[src/rtl/mem_arbiter_pkg.sv]
`default_nettype none
// ============================================================================
// mem_arbiter_pkg : state/size encodings and byte-lane helpers for mem_arbiter
// Rev 1.0
// ============================================================================
package mem_arbiter_pkg;

  typedef enum logic [1:0] {
    ST_IDLE  = 2'd0,
    ST_READ  = 2'd1,
    ST_WRITE = 2'd2,
    ST_DONE  = 2'd3
  } state_t;

  typedef enum logic {
    OWN_IF  = 1'b0,
    OWN_LSB = 1'b1
  } owner_t;

  localparam logic [1:0] SIZE_B = 2'b00;
  localparam logic [1:0] SIZE_H = 2'b01;
  localparam logic [1:0] SIZE_W = 2'b10;

  localparam logic [1:0] IO_MASK_DEFAULT = 2'b11;

  // Unused size code 2'b11 is treated as a word access.
  function automatic logic [2:0] size_to_len(input logic [1:0] size);
    case (size)
      SIZE_B:  return 3'd1;
      SIZE_H:  return 3'd2;
      default: return 3'd4;
    endcase
  endfunction

  function automatic logic [31:0] insert_byte(input logic [31:0] word,
                                              input logic [1:0]  lane,
                                              input logic [7:0]  b);
    logic [31:0] r;
    r = word;
    r[{lane, 3'b000} +: 8] = b;
    return r;
  endfunction

endpackage
`default_nettype wire

[src/rtl/mem_arbiter.sv]
`default_nettype none
// ============================================================================
// mem_arbiter : shares the byte-wide RAM/IO port between fetch and the LSB
// Rev 1.0
// ============================================================================
module mem_arbiter
  import mem_arbiter_pkg::*;
#(
  parameter logic [1:0] IO_MASK = IO_MASK_DEFAULT
) (
  input  logic        clk_in,
  input  logic        rst_in,
  input  logic        rdy_in,
  input  logic        clear_in,
  input  logic        if_req,
  input  logic [31:0] if_addr,
  output logic        if_done,
  output logic [31:0] if_data,
  input  logic        lsb_req,
  input  logic        lsb_wr,
  input  logic [1:0]  lsb_size,
  input  logic [31:0] lsb_addr,
  input  logic [31:0] lsb_wdata,
  output logic        lsb_done,
  output logic [31:0] lsb_rdata,
  input  logic [7:0]  mem_din,
  output logic [7:0]  mem_dout,
  output logic [31:0] mem_a,
  output logic        mem_wr,
  input  logic        io_buffer_full
);

  state_t      state_q, state_d;
  owner_t      owner_q, owner_d;
  logic [31:0] addr_q, addr_d;
  logic [2:0]  len_q, len_d;
  logic [2:0]  step_q, step_d;
  logic [31:0] wdata_q, wdata_d;
  logic [31:0] buf_q, buf_d;
  logic [31:0] mem_a_q, mem_a_d;
  logic [7:0]  mem_dout_q, mem_dout_d;
  logic        mem_wr_q, mem_wr_d;
  logic        if_done_q, if_done_d;
  logic        lsb_done_q, lsb_done_d;
  logic [31:0] if_data_q, if_data_d;
  logic [31:0] lsb_rdata_q, lsb_rdata_d;

  logic [2:0]  step_inc;
  logic [2:0]  step_dec;
  logic [31:0] next_addr;
  logic [31:0] buf_ins;

  function automatic logic io_stall(input logic [31:0] a, input logic full);
    return (a[17:16] == IO_MASK) && full;
  endfunction

  assign step_inc  = step_q + 3'd1;
  assign step_dec  = step_q - 3'd1;
  assign next_addr = addr_q + {29'd0, step_inc};
  // In READ, step_q counts edges since accept; the byte arriving now belongs to step_q-1.
  assign buf_ins   = insert_byte(buf_q, step_dec[1:0], mem_din);

  always_comb begin
    state_d     = state_q;
    owner_d     = owner_q;
    addr_d      = addr_q;
    len_d       = len_q;
    step_d      = step_q;
    wdata_d     = wdata_q;
    buf_d       = buf_q;
    mem_a_d     = mem_a_q;
    mem_dout_d  = mem_dout_q;
    mem_wr_d    = 1'b0;
    if_done_d   = 1'b0;
    lsb_done_d  = 1'b0;
    if_data_d   = if_data_q;
    lsb_rdata_d = lsb_rdata_q;

    case (state_q)
      ST_IDLE: begin
        if (lsb_req) begin
          owner_d = OWN_LSB;
          addr_d  = lsb_addr;
          len_d   = size_to_len(lsb_size);
          wdata_d = lsb_wdata;
          step_d  = 3'd0;
          buf_d   = 32'd0;
          mem_a_d = lsb_addr;
          if (lsb_wr) begin
            state_d    = ST_WRITE;
            mem_dout_d = lsb_wdata[7:0];
            mem_wr_d   = !io_stall(lsb_addr, io_buffer_full);
          end else begin
            state_d = ST_READ;
          end
        end else if (if_req && !clear_in) begin
          owner_d = OWN_IF;
          addr_d  = if_addr;
          len_d   = 3'd4;
          step_d  = 3'd0;
          buf_d   = 32'd0;
          mem_a_d = if_addr;
          state_d = ST_READ;
        end
      end

      ST_READ: begin
        step_d = step_inc;
        if (step_inc < len_q) begin
          mem_a_d = next_addr;
        end
        if (step_q != 3'd0) begin
          buf_d = buf_ins;
        end
        if (step_q == len_q) begin
          state_d = ST_DONE;
          if (owner_q == OWN_IF) begin
            if_done_d = 1'b1;
            if_data_d = buf_ins;
          end else begin
            lsb_done_d  = 1'b1;
            lsb_rdata_d = buf_ins;
          end
        end
        // A flush kills a speculative fetch; committed LSB reads run to completion.
        if (clear_in && (owner_q == OWN_IF)) begin
          state_d   = ST_IDLE;
          if_done_d = 1'b0;
          if_data_d = if_data_q;
        end
      end

      ST_WRITE: begin
        if (mem_wr_q) begin
          if (step_q == (len_q - 3'd1)) begin
            state_d    = ST_DONE;
            lsb_done_d = 1'b1;
          end else begin
            step_d     = step_inc;
            mem_a_d    = next_addr;
            mem_dout_d = wdata_q[{step_inc[1:0], 3'b000} +: 8];
            mem_wr_d   = !io_stall(next_addr, io_buffer_full);
          end
        end else begin
          mem_wr_d = !io_stall(mem_a_q, io_buffer_full);
        end
      end

      ST_DONE: begin
        state_d = ST_IDLE;
      end

      default: begin
        state_d = ST_IDLE;
      end
    endcase
  end

  always_ff @(posedge clk_in) begin
    if (rst_in) begin
      state_q     <= ST_IDLE;
      owner_q     <= OWN_IF;
      addr_q      <= 32'd0;
      len_q       <= 3'd0;
      step_q      <= 3'd0;
      wdata_q     <= 32'd0;
      buf_q       <= 32'd0;
      mem_a_q     <= 32'd0;
      mem_dout_q  <= 8'd0;
      mem_wr_q    <= 1'b0;
      if_done_q   <= 1'b0;
      lsb_done_q  <= 1'b0;
      if_data_q   <= 32'd0;
      lsb_rdata_q <= 32'd0;
    end else if (rdy_in) begin
      state_q     <= state_d;
      owner_q     <= owner_d;
      addr_q      <= addr_d;
      len_q       <= len_d;
      step_q      <= step_d;
      wdata_q     <= wdata_d;
      buf_q       <= buf_d;
      mem_a_q     <= mem_a_d;
      mem_dout_q  <= mem_dout_d;
      mem_wr_q    <= mem_wr_d;
      if_done_q   <= if_done_d;
      lsb_done_q  <= lsb_done_d;
      if_data_q   <= if_data_d;
      lsb_rdata_q <= lsb_rdata_d;
    end
  end

  // The write strobe is masked while frozen so the held byte is written once on resume.
  assign mem_wr    = mem_wr_q & rdy_in;
  assign mem_a     = mem_a_q;
  assign mem_dout  = mem_dout_q;
  assign if_done   = if_done_q;
  assign if_data   = if_data_q;
  assign lsb_done  = lsb_done_q;
  assign lsb_rdata = lsb_rdata_q;

endmodule
`default_nettype wire

[config.mk]
export PLATFORM = sky130hd
export DESIGN_NAME = mem_arbiter
export DESIGN_NICKNAME = d
export VERILOG_FILES = /design/src/rtl/mem_arbiter_pkg.sv /design/src/rtl/mem_arbiter.sv
export SDC_FILE = /design/constraint.sdc
export NUM_CORES = 1
export LEC_CHECK = 0
export BUFFER_PORTS_ARGS = -buffer_cell sky130_fd_sc_hd__buf_2
export CAP_MARGIN = 20
export CORE_MARGIN = 3
export CORE_UTILIZATION = 50
export CTS_CLUSTER_DIAMETER = 50
export DETAILED_ROUTE_END_ITERATION = 10
export PLACE_DENSITY = 0.75
export REMOVE_ABC_BUFFERS = 1
export SYNTH_ARGS = -nofsm -noshare
export SYNTH_HDL_FRONTEND = slang
export SYNTH_SLANG_ARGS = --single-unit
export TNS_END_PERCENT = 30
[constraint.sdc]
create_clock -name clk_in -period 8.1 [get_ports clk_in]
set_clock_uncertainty 0.1 [all_clocks]
set_input_delay 2.025 -clock clk_in [delete_from_list [all_inputs] [get_ports clk_in]]
set_output_delay 2.025 -clock clk_in [all_outputs]
set_load 0.05 [all_outputs]
== Word-level counts from Yosys, hierarchy flattened ==
Cells that the tools add are included.
W data, S select, Z words.
Storage, ports and cells
  flip-flop bits (word level): 212
  output and inout port bits: 107
Cells by class
  $add $sub $neg: 5
  order comparisons: 1
  equality and inequality tests: 18
  shift operators: 3
  muxes and demuxes: 48
  bitwise operators: 3
  reduce and logical (&&, ||, !) cells: 25
Operator list (count)
  $mux W32: 8
  $pmux W32 S3: 1
  $pmux W32 S2: 1
  $add A32 B3 Y32: 1
  $bwmux W32: 1
  $mux W8: 4
  $shift A8 B7 Y32 const A: 1
  $shiftx A32 B6 Y8: 1
  $shiftx A8 B7 Y32: 1
  $mux W3: 6
  $pmux W8 S2: 1
  $reduce_and A5 Y1: 3
  $mux W1: 14
  $mux W2: 7
  $ne A2 B2 Y1 const B: 7
  $reduce_and A6 Y1: 2
  $eq A2 B2 Y1 const B: 5
  $pmux W3 S3: 1
  $pmux W2 S4: 1
  $reduce_and A4 Y1: 2
  $neg A5 Y7: 1
  $eq A3 B3 Y1: 2
  $ne A3 B3 Y1 const B: 2
  $pmux W3 S2: 1
  other kinds (14): 29

== Longest topological paths before layout ==
  depth in word-level cells: 8
  mapped depth: 11
  gate-level depth less buffers: 9

== Worst setup path before layout ==
OpenSTA, ideal clock, no wires.
  kind: input -> output
  start: input rdy_in
  end: output mem_wr
  arrival time: 3.017 ns
  data required time: 5.975 ns
  setup slack: 2.958 ns
  stages on the path: 3
  buffers on the path: 1
  path through: clkbuf_1 inv_1 nor2_1
Between the ends
  cells in the longest elaborated chain, start to end: 1
RTL lines
  from (decl): RTL line mem_arbiter.sv:13  | input logic rdy_in,
  $and A1 B1 Y1: RTL line mem_arbiter.sv:194  | assign mem_wr = mem_wr_q & rdy_in;
  to (decl): RTL line mem_arbiter.sv:29  | output logic mem_wr,
No other way between the ends.

== Final worst setup path ==
Same ends and word-level chain as after synthesis.

==> results.toml <==
[status]
outcome = "complete, no violations"

[critical_path]
r2r-start = "step_q[0]"
worstSetupPathType = "in2out"
worstSetupStartpoint = "rdy_in"
cpPeakStageDelay_ps = 290
end_kind = "primary output"
setup.worst_path.end = "mem_wr"
cp_slowest_cell = "buf_2"
required_ps = 5980
crit_fanout = 8
cpMostUsedCell = "buf_2"
arrival_ps = 2780
start_kind = "primary input"
rr_worst_depth = 9
reg2reg_slack_ps = 3740
reg2reg_to = "mem_a[24]"
crit_chain = "buf_2, inv_1, nor2_1, buf_2"

[logic_synthesis]
ys_async_sr_fraction = 0
synth.distinct_cells = 56
synth-edff-count = 0
seq_area_frac_synth = 0.436
avgSynthCellArea_sq_um = 8.42
syn_inst = 1156
ys_ff_latch = 212
synthMostInstantiatedCell = "dfxtp_1"
synth_largest_area_cell = "dfxtp_1"
netlist_area_sq_um = 9740
yosys.area.top_type_share = 0.436
yosys_warnings = 0
netlist_top_cells_count = "dfxtp_1, nor2_1, nand2_1, a21oi_1, a211oi_1"
ys_top_cells_by_area = "dfxtp_1, a211oi_1, a21oi_1"
synth_top_flop_cell = "dfxtp_1"

[placement]
io_buffers = 220
hpwl_microns = 16300
gp_congestion = 0.853
dpl.cell_count = 1563

[cells_and_area]
seq_area_sq_um = 4240
fill_cells = 1697
fin_nets = 1464
final_cells = 1612
antenna_cells = 0
syn_to_final_growth_pct = 22.2
multi_input_area_sq_um = 5120
drive_gt1_frac = 0.222

[global_route]
track_usage = 0.222
grt_pass1_vias = 8098
grt_pass1_wl_microns = 40500
overflow = 0
grt_max_degree = 115
grt_antenna_before_repair = 0

[timing]
finalCriticalPeriod_ps = 4900
tns_ps = 0
hold_violations = 0
rsz0062_at_grt = "no"
maxSlewViolCount = 0
finalSetupViolCount = 0
fmax_mhz = 204
slew-limit-headroom = 0.307
worst_pin_slew_ps = 1030
post-route-period-util = 0.606

[pwr]
leakage_nw = 4.78
power_density_nw_per_um2 = 250
ir_drop_mv = 0.127

[cts]
cts_root_buffer = "clkbuf_16"
insertion_delay_ps = 510
holdBufCountCts = 0
cts_resized = 0
cts_inserted_buffers = 26
path_clk_slew_ps = 60
cts_setup_buffers = 0
cts.sinks = 212
htree_levels = 1
cts_buffer_depth = 3
cts_tree = "done"

[floorplanning]
num_rows = 50
ios = 221
start_util = 0.515
core-area_sq_um = 18900
fp.dieW_microns = 146
dieHeight_microns = 146
die_area_sq_um = 21200

[detailed_routing]
ant_nets = 0
viasPerCell = 5.39
drt_iter0_drc = 491
wire_per_inst_microns = 15.2
vias = 8687
drt-pass1-iter-count = 5
wl_microns = 24600
route.detailed.drc = 0

[flow_run]
maxCapViolCount = 0

[hold_path]
hold_class = "reg2reg"
-- layer usage --
layer / vias up / global-route usage / wire length [microns]
li1: 4401 / - / -
met2: 241 / 0.372 / 11600
met3: 35 / 0.0377 / 1400
met1: 4010 / 0.304 / 11200
met4: 0 / 0.0465 / 348
met5: - / 0 / 0
-- cell families after synthesis --
| group | Yosys count | synth area share |
|---|---|---|
| AND/OR/NAND/NOR | 444 | 0.210 |
| multiplexers | 51 | 0.0628 |
| adder cells (fa/ha/maj) | 18 | 0.0239 |
| AO/OA/AOI/OAI | 303 | 0.201 |
| XOR/XNOR | 26 | 0.0248 |
| buffers and inverters | 102 | 0.0418 |
| flip-flops | 212 | 0.436 |
-- through the flow --
stage	hold WS [ps]	power, mW	setup slack [ps]	utilization	area (sq um)
after floorplan	327	1.60	2040	-	9400
after global placement	340	1.78	3210	0.579	10900
after detailed placement	342	1.79	3200	0.579	10900
after CTS	353	3.00	3200	0.628	11900
after global routing	369	3.12	3120	0.630	11900
final	352	2.98	3200	0.630	11900
-- cell usage in the layout, fill, tap and decap left out, drive strengths merged, types with 13 or more instances in the layout --
master  count
a211oi    109
a21oi     135
buf       232
clkbuf     38
dfxtp     212
ha         17
inv        20
mux2i      42
nand2     135
nand3      21
nand4      14
nor2      162
nor2b      67
nor3       13
o211ai     16
xnor2      13
-- worst max-delay path, delay by kind of cell --
family / cells / cell delay (ps)
buffers and inverters: 3 / 570
AND/OR/NAND/NOR: 1 / 180
-- cell type report --
| type | count | share of cell area |
|---|---|---|
| multi-input combinational | 842 | 0.430 |
| sequential | 212 | 0.357 |
| timing repair buffer | 232 | 0.102 |
| clock buffer | 38 | 0.0670 |
| tap | 260 | 0.0273 |
| clock inverter | 10 | 0.0108 |
| inverter | 18 | 0.00568 |
-- state kept, by name, summed over array words and instances (netlist names) --
| register | cells |
|---|---|
| mem_wr_q | 1 |
| state_q | 2 |
| lsb_done | 1 |
| wdata_q | 32 |
| if_done | 1 |
| step_q | 3 |
| if_data | 32 |
| buf_q | 32 |
| owner_q | 1 |
| addr_q | 32 |
| lsb_rdata | 32 |
| mem_dout | 8 |
| mem_a | 32 |
| len_q | 3 |
-- worst min path at each step --
stage / from / end / slack, ps / cells past startpoint
final: mem_a[23] / mem_a[23] / 350 / 2
after floorplan: wdata_q[0] / wdata_q[0] / 330 / 2
after detailed placement: mem_a[20] / mem_a[20] / 340 / 1
after global routing: wdata_q[2] / wdata_q[2] / 370 / 2
after global placement: wdata_q[6] / wdata_q[6] / 340 / 2
after CTS: mem_a[23] / mem_a[23] / 350 / 2
-- power by group --
part	switching (mW)	internal (mW)	total, mW	leakage (nW)
clock	0.451	0.751	1.20	0.459
combinational	0.417	0.184	0.601	2.60
sequential	0.0564	1.12	1.17	1.72
Power figures use the tool's default switching activity.
